## src/rtl/mem_arbiter.sv

```systemverilog
// Two-port (fetch/data) arbiter onto a single-ported synchronous RAM, one access per 3 cycles.
// Optional round-robin arbitration is enabled by defining MEM_ARBITER_RR_EN; default is fixed data priority.
module mem_arbiter (
    input  logic        clk,
    input  logic        resetn,
    input  logic        i_req,
    input  logic [13:0] i_addr,
    output logic        i_gnt,
    output logic        i_rvalid,
    output logic [31:0] i_rdata,
    input  logic        d_req,
    input  logic [13:0] d_addr,
    input  logic [1:0]  d_size,
    input  logic [31:0] d_wdata,
    output logic        d_gnt,
    output logic        d_rvalid,
    output logic [31:0] d_rdata,
    output logic        d_err,
    output logic        m_en,
    output logic [11:0] m_addr,
    output logic [31:0] m_wdata,
    output logic [3:0]  m_wstrb,
    input  logic [31:0] m_rdata
);

    typedef enum logic [1:0] {IDLE, ACCESS, RESP} state_t;

    state_t      state_q;
    logic        i_gnt_q, d_gnt_q, i_rvalid_q, d_rvalid_q, d_err_q;
    logic [31:0] i_rdata_q, d_rdata_q;
    logic        m_en_q;
    logic [11:0] m_addr_q;
    logic [31:0] m_wdata_q;
    logic [3:0]  m_wstrb_q;
    logic        src_d_q, load_q, misal_q;
    logic [1:0]  off_q;
`ifdef MEM_ARBITER_RR_EN
    logic        last_d_q;
`endif

    logic        pick_d_d, misal_d;
    logic [3:0]  wstrb_d;
    logic [31:0] wdata_d;
    logic        unused_addr;

    // Fetches are word accesses; the byte offset of i_addr carries no information.
    assign unused_addr = ^i_addr[1:0];

    always_comb begin
        misal_d = 1'b0;
        wstrb_d = 4'b0000;
        wdata_d = d_wdata << {d_addr[1:0], 3'b000};
`ifdef MEM_ARBITER_RR_EN
        pick_d_d = d_req & (~i_req | ~last_d_q);
`else
        pick_d_d = d_req;
`endif
        case (d_size)
            2'b01: wstrb_d = 4'b0001 << d_addr[1:0];
            2'b10: begin
                if (d_addr[0]) misal_d = 1'b1;
                else           wstrb_d = 4'b0011 << d_addr[1:0];
            end
            2'b11: begin
                if (d_addr[1:0] != 2'b00) misal_d = 1'b1;
                else                      wstrb_d = 4'b1111;
            end
            default: ;
        endcase
    end

    always_ff @(posedge clk or negedge resetn) begin
        if (!resetn) begin
            state_q    <= IDLE;
            i_gnt_q    <= 1'b0;
            d_gnt_q    <= 1'b0;
            i_rvalid_q <= 1'b0;
            d_rvalid_q <= 1'b0;
            d_err_q    <= 1'b0;
            i_rdata_q  <= 32'h0;
            d_rdata_q  <= 32'h0;
            m_en_q     <= 1'b0;
            m_addr_q   <= 12'h0;
            m_wdata_q  <= 32'h0;
            m_wstrb_q  <= 4'h0;
            src_d_q    <= 1'b0;
            load_q     <= 1'b0;
            misal_q    <= 1'b0;
            off_q      <= 2'b00;
`ifdef MEM_ARBITER_RR_EN
            last_d_q   <= 1'b0;
`endif
        end else begin
            i_gnt_q    <= 1'b0;
            d_gnt_q    <= 1'b0;
            i_rvalid_q <= 1'b0;
            d_rvalid_q <= 1'b0;
            d_err_q    <= 1'b0;
            m_en_q     <= 1'b0;
            m_wstrb_q  <= 4'h0;
            case (state_q)
                IDLE: begin
                    if (i_req || d_req) begin
                        state_q <= ACCESS;
                        m_en_q  <= 1'b1;
                        src_d_q <= pick_d_d;
`ifdef MEM_ARBITER_RR_EN
                        last_d_q <= pick_d_d;
`endif
                        if (pick_d_d) begin
                            d_gnt_q   <= 1'b1;
                            m_addr_q  <= d_addr[13:2];
                            m_wstrb_q <= wstrb_d;
                            m_wdata_q <= wdata_d;
                            load_q    <= (d_size == 2'b00);
                            misal_q   <= misal_d;
                            off_q     <= d_addr[1:0];
                        end else begin
                            i_gnt_q  <= 1'b1;
                            m_addr_q <= i_addr[13:2];
                        end
                    end
                end
                ACCESS: state_q <= RESP;
                RESP: begin
                    // RAM data for the access sampled at the ACCESS->RESP edge is valid now.
                    state_q <= IDLE;
                    if (src_d_q) begin
                        d_rvalid_q <= 1'b1;
                        d_err_q    <= misal_q;
                        if (load_q) d_rdata_q <= m_rdata >> {off_q, 3'b000};
                    end else begin
                        i_rvalid_q <= 1'b1;
                        i_rdata_q  <= m_rdata;
                    end
                end
                default: state_q <= IDLE;
            endcase
        end
    end

    assign i_gnt    = i_gnt_q;
    assign d_gnt    = d_gnt_q;
    assign i_rvalid = i_rvalid_q;
    assign d_rvalid = d_rvalid_q;
    assign d_err    = d_err_q;
    assign i_rdata  = i_rdata_q;
    assign d_rdata  = d_rdata_q;
    assign m_en     = m_en_q;
    assign m_addr   = m_addr_q;
    assign m_wdata  = m_wdata_q;
    assign m_wstrb  = m_wstrb_q;

endmodule

```

## config.mk

```make
export PLATFORM = sky130hd
export DESIGN_NAME = mem_arbiter
export DESIGN_NICKNAME = d
export VERILOG_FILES = /design/src/rtl/mem_arbiter.sv
export SDC_FILE = /design/constraint.sdc
export NUM_CORES = 1
export LEC_CHECK = 0
export BUFFER_PORTS_ARGS = -buffer_cell sky130_fd_sc_hd__buf_2
export CORE_AREA = 2 2 88 174
export CTS_BUF_LIST = sky130_fd_sc_hd__clkbuf_16
export CTS_CLUSTER_DIAMETER = 150
export DETAILED_ROUTE_END_ITERATION = 10
export DIE_AREA = 0 0 90 176
export HOLD_SLACK_MARGIN = 0.02
export PLACE_DENSITY = 0.66
export SYNTH_ARGS = -nofsm -noshare
export SYNTH_HDL_FRONTEND = slang
export SYNTH_SLANG_ARGS = --single-unit
export TNS_END_PERCENT = 20
```

## constraint.sdc

```tcl
create_clock -name clk -period 2.1 [get_ports clk]
set_clock_uncertainty 0.15 [all_clocks]
set_input_delay 0.42 -clock clk [delete_from_list [all_inputs] [get_ports clk]]
set_output_delay 0.42 -clock clk [all_outputs]
set_load 0.02 [all_outputs]
```

==> flow_summary.ini, run 1 <==
[outcome]
run_status = finished clean

[timing]
rsz0062_at_grt = false
hold_violations = 0
relSlewSlack_pct = 44.53
period_share_pct = 87.09
drv_slew = 0
fmax_mhz = 546.8
period_needed_ns = 1.829
finalSetupTns_ns = 0
setup_viol_count_final = 0
worst_pin_slew_ns = 0.8303

[die]
num_rows = 62
core_um2 = 14430
die-area_um2 = 15840
initial_core_util_pct = 39.30
die_h_um = 176
ios = 216
fp.dieW_um = 90

[placement]
gp_congestion = 0.7893
dpl_cell_area_um2 = 6962
place_inst = 846
numPortBuffers = 213
hpwl_um = 10370

[drt]
first_pass_iters = 4
wl_per_cell_um = 15.96
wl_um = 14030
vias = 4365
viasPerCell = 4.966
drt-initial-drc-count = 84
route.detailed.drc = 0
antenna_left = 0

[worst_hold_path]
hp-start = i_req
hp-class = primary input to flip-flop

[synthesis]
yosysWarnings = 0
synth.largest_area_cell = dfrtp_1
syn_nets = 557
synthesis.area_um2 = 5670
synth_edf_count = 0
synthDistinctLibCells = 31
ys_top_cells_by_area = dfrtp_1, mux2_2, mux2i_1
synth_cells = 459
netlist.area_leader.share_pct = 55.16
synth.top_cells.by_count = dfrtp_1, mux2_2, nand2_1
yosysMostFrequentCell = dfrtp_1
avgSynthCellArea_um2 = 12.35
ys_seq_area_share_pct = 55.16
ys_ff_latch = 125
synthFlopType = dfrtp_1
synthArstFlopShare_pct = 100.0

[clock_tree]
worstSkewPairLatency_ns = 0.41
htreeDepth = 4
root_buffer = clkbuf_16
post_cts_buffers = 0
cts.sinks = 125
cts_hold_buf = 1
cts_buffers = 17
cts_tree = built
clk_path_buf_depth = 2
cts_resized = 0
path_clk_slew_ns = 0.06

[critical_path]
r2r-start = state_q[1]$_DFFE_PN0P_
arrival_ns = 1.99
crit_fanout = 48
critical_path_class = flip-flop to flip-flop
cp-end-kind = flip-flop
path_delay_family = simple AND/OR/NAND/NOR gates
start_kind = flip-flop
max_stage_delay_ns = 0.53
path_cells = or3b_2 > buf_4 > o31ai_1
crit_path_start = state_q[1]$_DFFE_PN0P_
required_ns = 2.26
critical_path.slowest_cell = or3b_2
path_buf_inv = 1

[power_and_ir_drop]
p_per_area_nw_per_um2 = 1618
p_comb_share_pct = 42.2
internal_power_uw = 7449
p_clk_share_pct = 24.2
ir_worst_vdd_v = 0.0007175
sequentialPowerShare_pct = 33.6
leakagePower_uw = 0.003830
sw_frac_of_total_pct = 39.23
power.switching_uw = 4808

[finish]
diodes = 0
final_area_um2 = 7575
layout-drive-gt1-share_pct = 49.49
finalNetCount = 772
final_cells = 879
area_growth_pct = 33.58
utilization_pct = 52.50

[grt]
grt_overflow_total = 0
antenna_found_initial = 0
grt_start_max_net_pins = 126
first_global_vias = 4561
grt_pass1_wl_um = 23070
grt_usage_pct = 18.39

[flow_run]
max_cap_violations = 0
==> final cells by class <==
cell class              instances  area, um2
flip-flops and latches        125       3128
inverters                       1      3.754
clock buffers                  17      425.4
fillers                      1340       6854
well taps                     192      240.2
multi-input cells             298       2356
clock inverters                15      177.7
repair buffers                231       1244
==> sequential cells by signal, indices dropped and copies added, names as in the netlist <==
register	cells
d_err	1
m_wdata	32
d_gnt	1
src_d_q	1
m_wstrb	4
m_en	1
i_rvalid	1
m_addr	12
i_gnt	1
state_q	2
misal_q	1
d_rdata	32
off_q	2
d_rvalid	1
load_q	1
i_rdata	32
==> per-stage QoR <==
stage | setup WS, ns | hold WS, ns | total power, uW
after floorplan | 0.3356 | -0.02559 | 7578
after global placement | 0.2104 | 0.3089 | 9244
after detailed placement | 0.1815 | 0.3127 | 9405
after CTS | 0.2537 | 0.07880 | 12430
after global routing | 0.1184 | 0.09295 | 13030
final | 0.2712 | 0.09657 | 12260
==> kinds of logic after synthesis <==
group	after synthesis	synth area share, %
buffers and inverters	36	3.398
muxes	139	26.30
AOI/OAI and AO/OA	73	8.495
DFF	125	55.16
xor gates and xnor gates	1	0.1545
and+or+nand+nor	85	6.487
==> power groups by stage <==
| stage | clock network (uW) | registers [uW] | logic [uW] |
|---|---|---|---|
| floorplan | 0 | 5430 | 2150 |
| global placement | 0 | 4100 | 5140 |
| detailed placement | 0 | 4170 | 5240 |
| CTS | 3050 | 4140 | 5250 |
| global route | 3170 | 4290 | 5570 |
| finish | 2970 | 4120 | 5170 |
==> cell usage in the layout, fill, tap and decap left out, drive strengths merged <==
cell	instances
buf	230
dfrtp	125
mux2	74
nand2	66
mux2i	65
o21ai	33
o31ai	17
clkbuf	17
a2bb2oi	16
inv	9
nor2	6
nor2b	4
clkinv	4
o21a	2
a21oi	2
bufinv	2
nor3	2
xor2	1
a22oi	1
or3b	1
nor3b	1
nand3	1
nand3b	1
and3b	1
and2	1
nand4b	1
a21o	1
a22o	1
clkinvlp	1
dlygate4sd3	1
==> metal layers <==
metal	GRT usage (%)	vias to the layer above	wire length, um
li1	-	2067	-
met1	20.74	2114	5525
met2	33.05	166	7484
met3	4.609	18	758
met4	7.436	0	261
met5	0	-	0
==> worst register-to-register path: stages, from the launching register on <==
cell	delay [ns]
dfrtp_1	0.44
or3b_2	0.53
buf_4	0.28
o31ai_1	0.33
==> final timing paths <==
check | endpoint | cells after the start | slack, ns
worst min-delay path | state_q[0]$_DFFE_PN0P_ | 2 | 0.1
worst max register to register | m_wdata[15]$_DFFE_PN0P_ | 3 | 0.27
worst max-delay path | m_wdata[15]$_DFFE_PN0P_ | 3 | 0.27
min in group asynchronous | i_rdata[21]$_DFFE_PN0P_ | 3 | 0.47
max in group asynchronous | d_rdata[20]$_DFFE_PN0P_ | 3 | 0.77
worst min register to register | d_rdata[23]$_DFFE_PN0P_ | 2 | 0.32
Power figures use the tool's default switching activity.
==> run 2, diff against run 1 <==
Settings changed: PLACE_DENSITY 0.66 to 0.69.
Clock period 2.1 ns to 1.55 ns, I/O delays scaled along.
==> run 2 against run 1 <==
Net effect:
- the run now ends with setup timing left
- first-iteration DRC count rose by 19%
- sequential power rose by 36%
- sequential share of layout area fell by 3.4 points
==> flow_summary.ini, run 2 (synthesis results as in run 1) <==
[outcome]
run_status = complete, but fails checks
violations = setup timing

[power_and_ir_drop]
ir_worst_vdd_v = 0.001173
p_per_area_nw_per_um2 = 2145
p_total_uw = 17700
leakagePower_uw = 0.004131

[worst_hold_path]
hp-class = primary input to flip-flop
hp-start = d_wdata[4]
holdPathStages = 3

[grt]
grt_overflow_total = 0
grt_pass1_wl_um = 24830
first_global_vias = 4902
antenna_found_initial = 0
grt_start_max_net_pins = 57
grt_usage_pct = 19.65

[timing]
relSlewSlack_pct = 70.44
worst_pin_slew_ns = 0.4434
worst_slack_ns = -0.09654
rsz0062_at_grt = true
fmax_mhz = 607.3
hold_violations = 0
period_share_pct = 106.2
setup_viol_count_final = 59
period_needed_ns = 1.647
finalSetupTns_ns = -3.037
drv_slew = 0

[placement]
hpwl_um = 11100
gp_congestion = 0.8113
place_inst = 863
dpl_cell_area_um2 = 7186
pre_cts_slack_ns = -0.2626
numPortBuffers = 213

[finish]
diodes = 0
layout_commonest_cell = buf_2
final_cell_mix = buf_2, dfrtp_1, nand2_1, mux2_2, mux2i_1
layout-drive-gt1-share_pct = 51.71
final_area_um2 = 8252
final_cells = 921
area_growth_pct = 45.52
finalNetCount = 814

[die]
die_h_um = 176
fp.dieW_um = 90
die-area_um2 = 15840
num_rows = 62
initial_core_util_pct = 39.30
ios = 216
core_um2 = 14430

[flow_run]
max_cap_violations = 0

[critical_path]
critical_path_class = flip-flop to flip-flop
r2r-start = state_q[0]$_DFFE_PN0P_
required_ns = 1.68
rr_endpoint = i_rdata[28]$_DFFE_PN0P_
crit_end = i_rdata[28]$_DFFE_PN0P_
reg2reg_depth = 4
start_kind = flip-flop
crit_path_start = state_q[0]$_DFFE_PN0P_
cp-end-kind = flip-flop
reg2reg_slack_ns = -0.1
crit_fanout = 33
arrival_ns = 1.78

[drt]
wl_um = 15340
drt-initial-drc-count = 100
vias = 4590
wl_per_cell_um = 16.65
antenna_left = 0
viasPerCell = 4.984
route.detailed.drc = 0
first_pass_iters = 5

[clock_tree]
cts_buffers = 17
root_buffer = clkbuf_16
htreeDepth = 4
worstSkewPairLatency_ns = 0.40
cts_tree = built
clk_path_buf_depth = 2
path_clk_slew_ns = 0.06
cts.sinks = 125
[run 2: repair_timing]
item	CTS	global route
setup buffers	2	1
gates cloned	1	1
hold endpoints to repair	53	1
gates resized for setup	28	22
hold buffers	20	1
pin swaps	8	1
endpoints found under the setup margin	86	100
[run 2: how the worst min path moves through the flow]
stage / end / slack (ns)
finish: m_wdata[4]$_DFFE_PN0P_ / 0.03
global route: i_rdata[1]$_DFFE_PN0P_ / 0.02
CTS: i_rdata[12]$_DFFE_PN0P_ / 0.02
detailed placement: i_rdata[13]$_DFFE_PN0P_ / 0.12
global placement: i_rdata[13]$_DFFE_PN0P_ / 0.12
floorplan: d_err$_DFF_PN0_ / -0.14
[run 2: per-stage QoR]
| step | utilization [%] | hold WS (ns) |
|---|---|---|
| 2_1_floorplan | - | -0.1356 |
| 3_3_place_gp | 49.80 | 0.1194 |
| 3_5_place_dp | 49.80 | 0.1220 |
| 4_1_cts | 56.50 | 0.02074 |
| 5_1_grt | 57.19 | 0.02094 |
| 6_report | 57.19 | 0.03118 |
[run 2: final cells by class]
class | count | area [um2]
clock buffers | 17 | 425.4
clock inverters | 15 | 197.7
fillers | 1252 | 6177
inverters | 1 | 11.26
multi-input cells | 298 | 2491
flip-flops and latches | 125 | 3128
well taps | 192 | 240.2
repair buffers | 272 | 1749
repair inverters | 1 | 8.758
[run 2: routing by layer]
metal | track usage [%] | vias up | part of all wire [%] | wire, um
li1 | - | 2147 | - | -
met1 | 20.44 | 2230 | 36 | 5552
met2 | 37.50 | 174 | 56 | 8609
met3 | 4.097 | 39 | 4.4 | 669
met4 | 8.590 | 0 | 3.3 | 507
met5 | 0 | - | 0 | 0
[run 2: critical path: stages, from the launching register on]
cell and delay, ns:
dfrtp_1 0.40, buf_6 0.14, nor3b_4 0.22, buf_12 0.24
mux2_2 0.37
[run 2: power by group]
| group | leakage, uW | total, uW | internal, uW | switching (uW) |
|---|---|---|---|---|
| clock | 0.000294 | 4170 | 2690 | 1480 |
| sequential | 0.00153 | 5610 | 4800 | 817 |
| combinational | 0.00230 | 7920 | 3470 | 4450 |
==> run 3, diff against run 2 <==
Settings changed: CORE_AREA 2 2 88 174 to 2 2 123 125, DIE_AREA 0 0 90 176 to 0 0 125 127.
==> run 3 against run 2 <==
Net effect:
- the run still ends with setup timing left
- routed wire length is 5.0% higher
- combinational power is 6.4% higher
- fmax is essentially flat
- utilization up 0.96 points
- clock power fell by 12%
- total power up 0.41%
- flip-flop and latch count stayed put
- sequential power up 1%
- critical endpoint is now i_rdata[1]$_DFFE_PN0P_
- largest cell class unchanged
- largest power group unchanged
- highest routed layer unchanged
==> flow_summary.ini, run 3 (synthesis results as in run 1) <==
[die]
ios = 216
fp.dieW_um = 125
die-area_um2 = 15880
core_um2 = 14420
die_h_um = 127
initial_core_util_pct = 39.31
num_rows = 44

[critical_path]
arrival_ns = 1.79
critical_path_class = flip-flop to flip-flop
cp-end-kind = flip-flop
start_kind = flip-flop
crit_fanout = 8
required_ns = 1.69

[power_and_ir_drop]
ir_worst_vdd_v = 0.001065
p_total_uw = 17770
leakagePower_uw = 0.004223
p_per_area_nw_per_um2 = 2119

[timing]
hold_violations = 0
worst_slack_ns = -0.09716
relSlewSlack_pct = 59.96
rsz0062_at_grt = true
worst_pin_slew_ns = 0.5994
period_needed_ns = 1.647
fmax_mhz = 607.1
setup_viol_count_final = 59
period_share_pct = 106.3
finalSetupTns_ns = -3.478
drv_slew = 0

[drt]
wl_um = 16110
vias = 4657
antenna_left = 0
wl_per_cell_um = 17.42
drt-initial-drc-count = 176
viasPerCell = 5.035
route.detailed.drc = 0
first_pass_iters = 4

[placement]
hpwl_um = 10830
gp_congestion = 0.8254
numPortBuffers = 213
pre_cts_slack_ns = -0.2708

[finish]
finalNetCount = 826
layout-drive-gt1-share_pct = 51.96
final_cell_mix = buf_2, dfrtp_1, nand2_1, mux2i_1, mux2_2
area_growth_pct = 47.90
diodes = 0
fillCellCount = 1181
layout_commonest_cell = buf_2

[clock_tree]
clk_path_buf_depth = 2
htreeDepth = 4
cts_tree = built
cts_buffers = 17
path_clk_slew_ns = 0.06
cts.sinks = 125
worstSkewPairLatency_ns = 0.41
root_buffer = clkbuf_16

[grt]
grt_overflow_total = 0
grt_start_max_net_pins = 53
grt_usage_pct = 19.41
grt_pass1_wl_um = 24510
first_global_vias = 4754
antenna_found_initial = 0

[outcome]
run_status = complete, but fails checks
violations = setup timing

[worst_hold_path]
hp-class = primary input to flip-flop

[flow_run]
max_cap_violations = 0
## run 3: cell type report
cell class	count	area [um2]	share of cell area (%)
multi-input combinational	298	2569	30.63
clock inverter	15	123.9	1.477
clock buffer	17	425.4	5.072
inverter	1	8.758	0.1044
tap	184	230.2	2.745
timing repair buffer	285	1902	22.68
sequential	125	3128	37.30
## run 3: final timing paths
check / from / endpoint / slack [ns] / cells after the start
setup / recovery: state_q[0]$_DFFE_PN0P_ / i_rdata[1]$_DFFE_PN0P_ / -0.1 / 5
hold / removal: m_rdata[19] / i_rdata[19]$_DFFE_PN0P_ / 0.04 / 2
setup reg to reg: state_q[0]$_DFFE_PN0P_ / i_rdata[1]$_DFFE_PN0P_ / -0.1 / 5
hold reg to reg: m_wdata[18]$_DFFE_PN0P_ / m_wdata[18]$_DFFE_PN0P_ / 0.33 / 2
max in group asynchronous: resetn / d_err$_DFF_PN0_ / 0.53 / 3
min in group asynchronous: resetn / i_rdata[20]$_DFFE_PN0P_ / 0.19 / 2
## run 3: routing by layer
metal | vias to the layer above | routed length [um] | GRT usage [%]
met1 | 2263 | 6829 | 24.15
met5 | - | 0 | 0
met3 | 20 | 1069 | 5.779
li1 | 2179 | - | -
met2 | 195 | 7824 | 32.54
met4 | 0 | 386 | 6.536
## run 3: per-stage QoR
stage          std cells  hold WS, ns  util [%]  instance area, um2
2_1_floorplan        459      -0.1356         -                5689
4_1_cts              919     0.005587     56.06                8087
3_3_place_gp         856      0.05562     49.51                7142
3_5_place_dp         856      0.06104     49.51                7142
5_1_grt              925      0.04124     58.15                8387
6_report             925      0.04008     58.15                8387
## run 3: where the power goes
| group | internal, uW | switching, uW |
|---|---|---|
| Clock | 2190 | 1460 |
| Sequential | 4800 | 891 |
| Combinational | 3890 | 4550 |
| Total | 10900 | 6900 |
## run 3: what timing repair did
item                                    4_1_cts  5_1_grt
resized for setup                            21       67
gates cloned                                  2        3
endpoints found under the setup margin      101       96
pin swaps                                     2        4
hold buffers                                 28        1
buffers inserted                              1        2
hold endpoints to repair                    154        1
## run 3: worst max-delay path: stages (launching register included)
cell       delay [ns]
dfrtp_1          0.39
buf_6            0.14
nor3b_4          0.17
buf_6            0.18
clkbuf_16        0.19
mux2_4           0.31
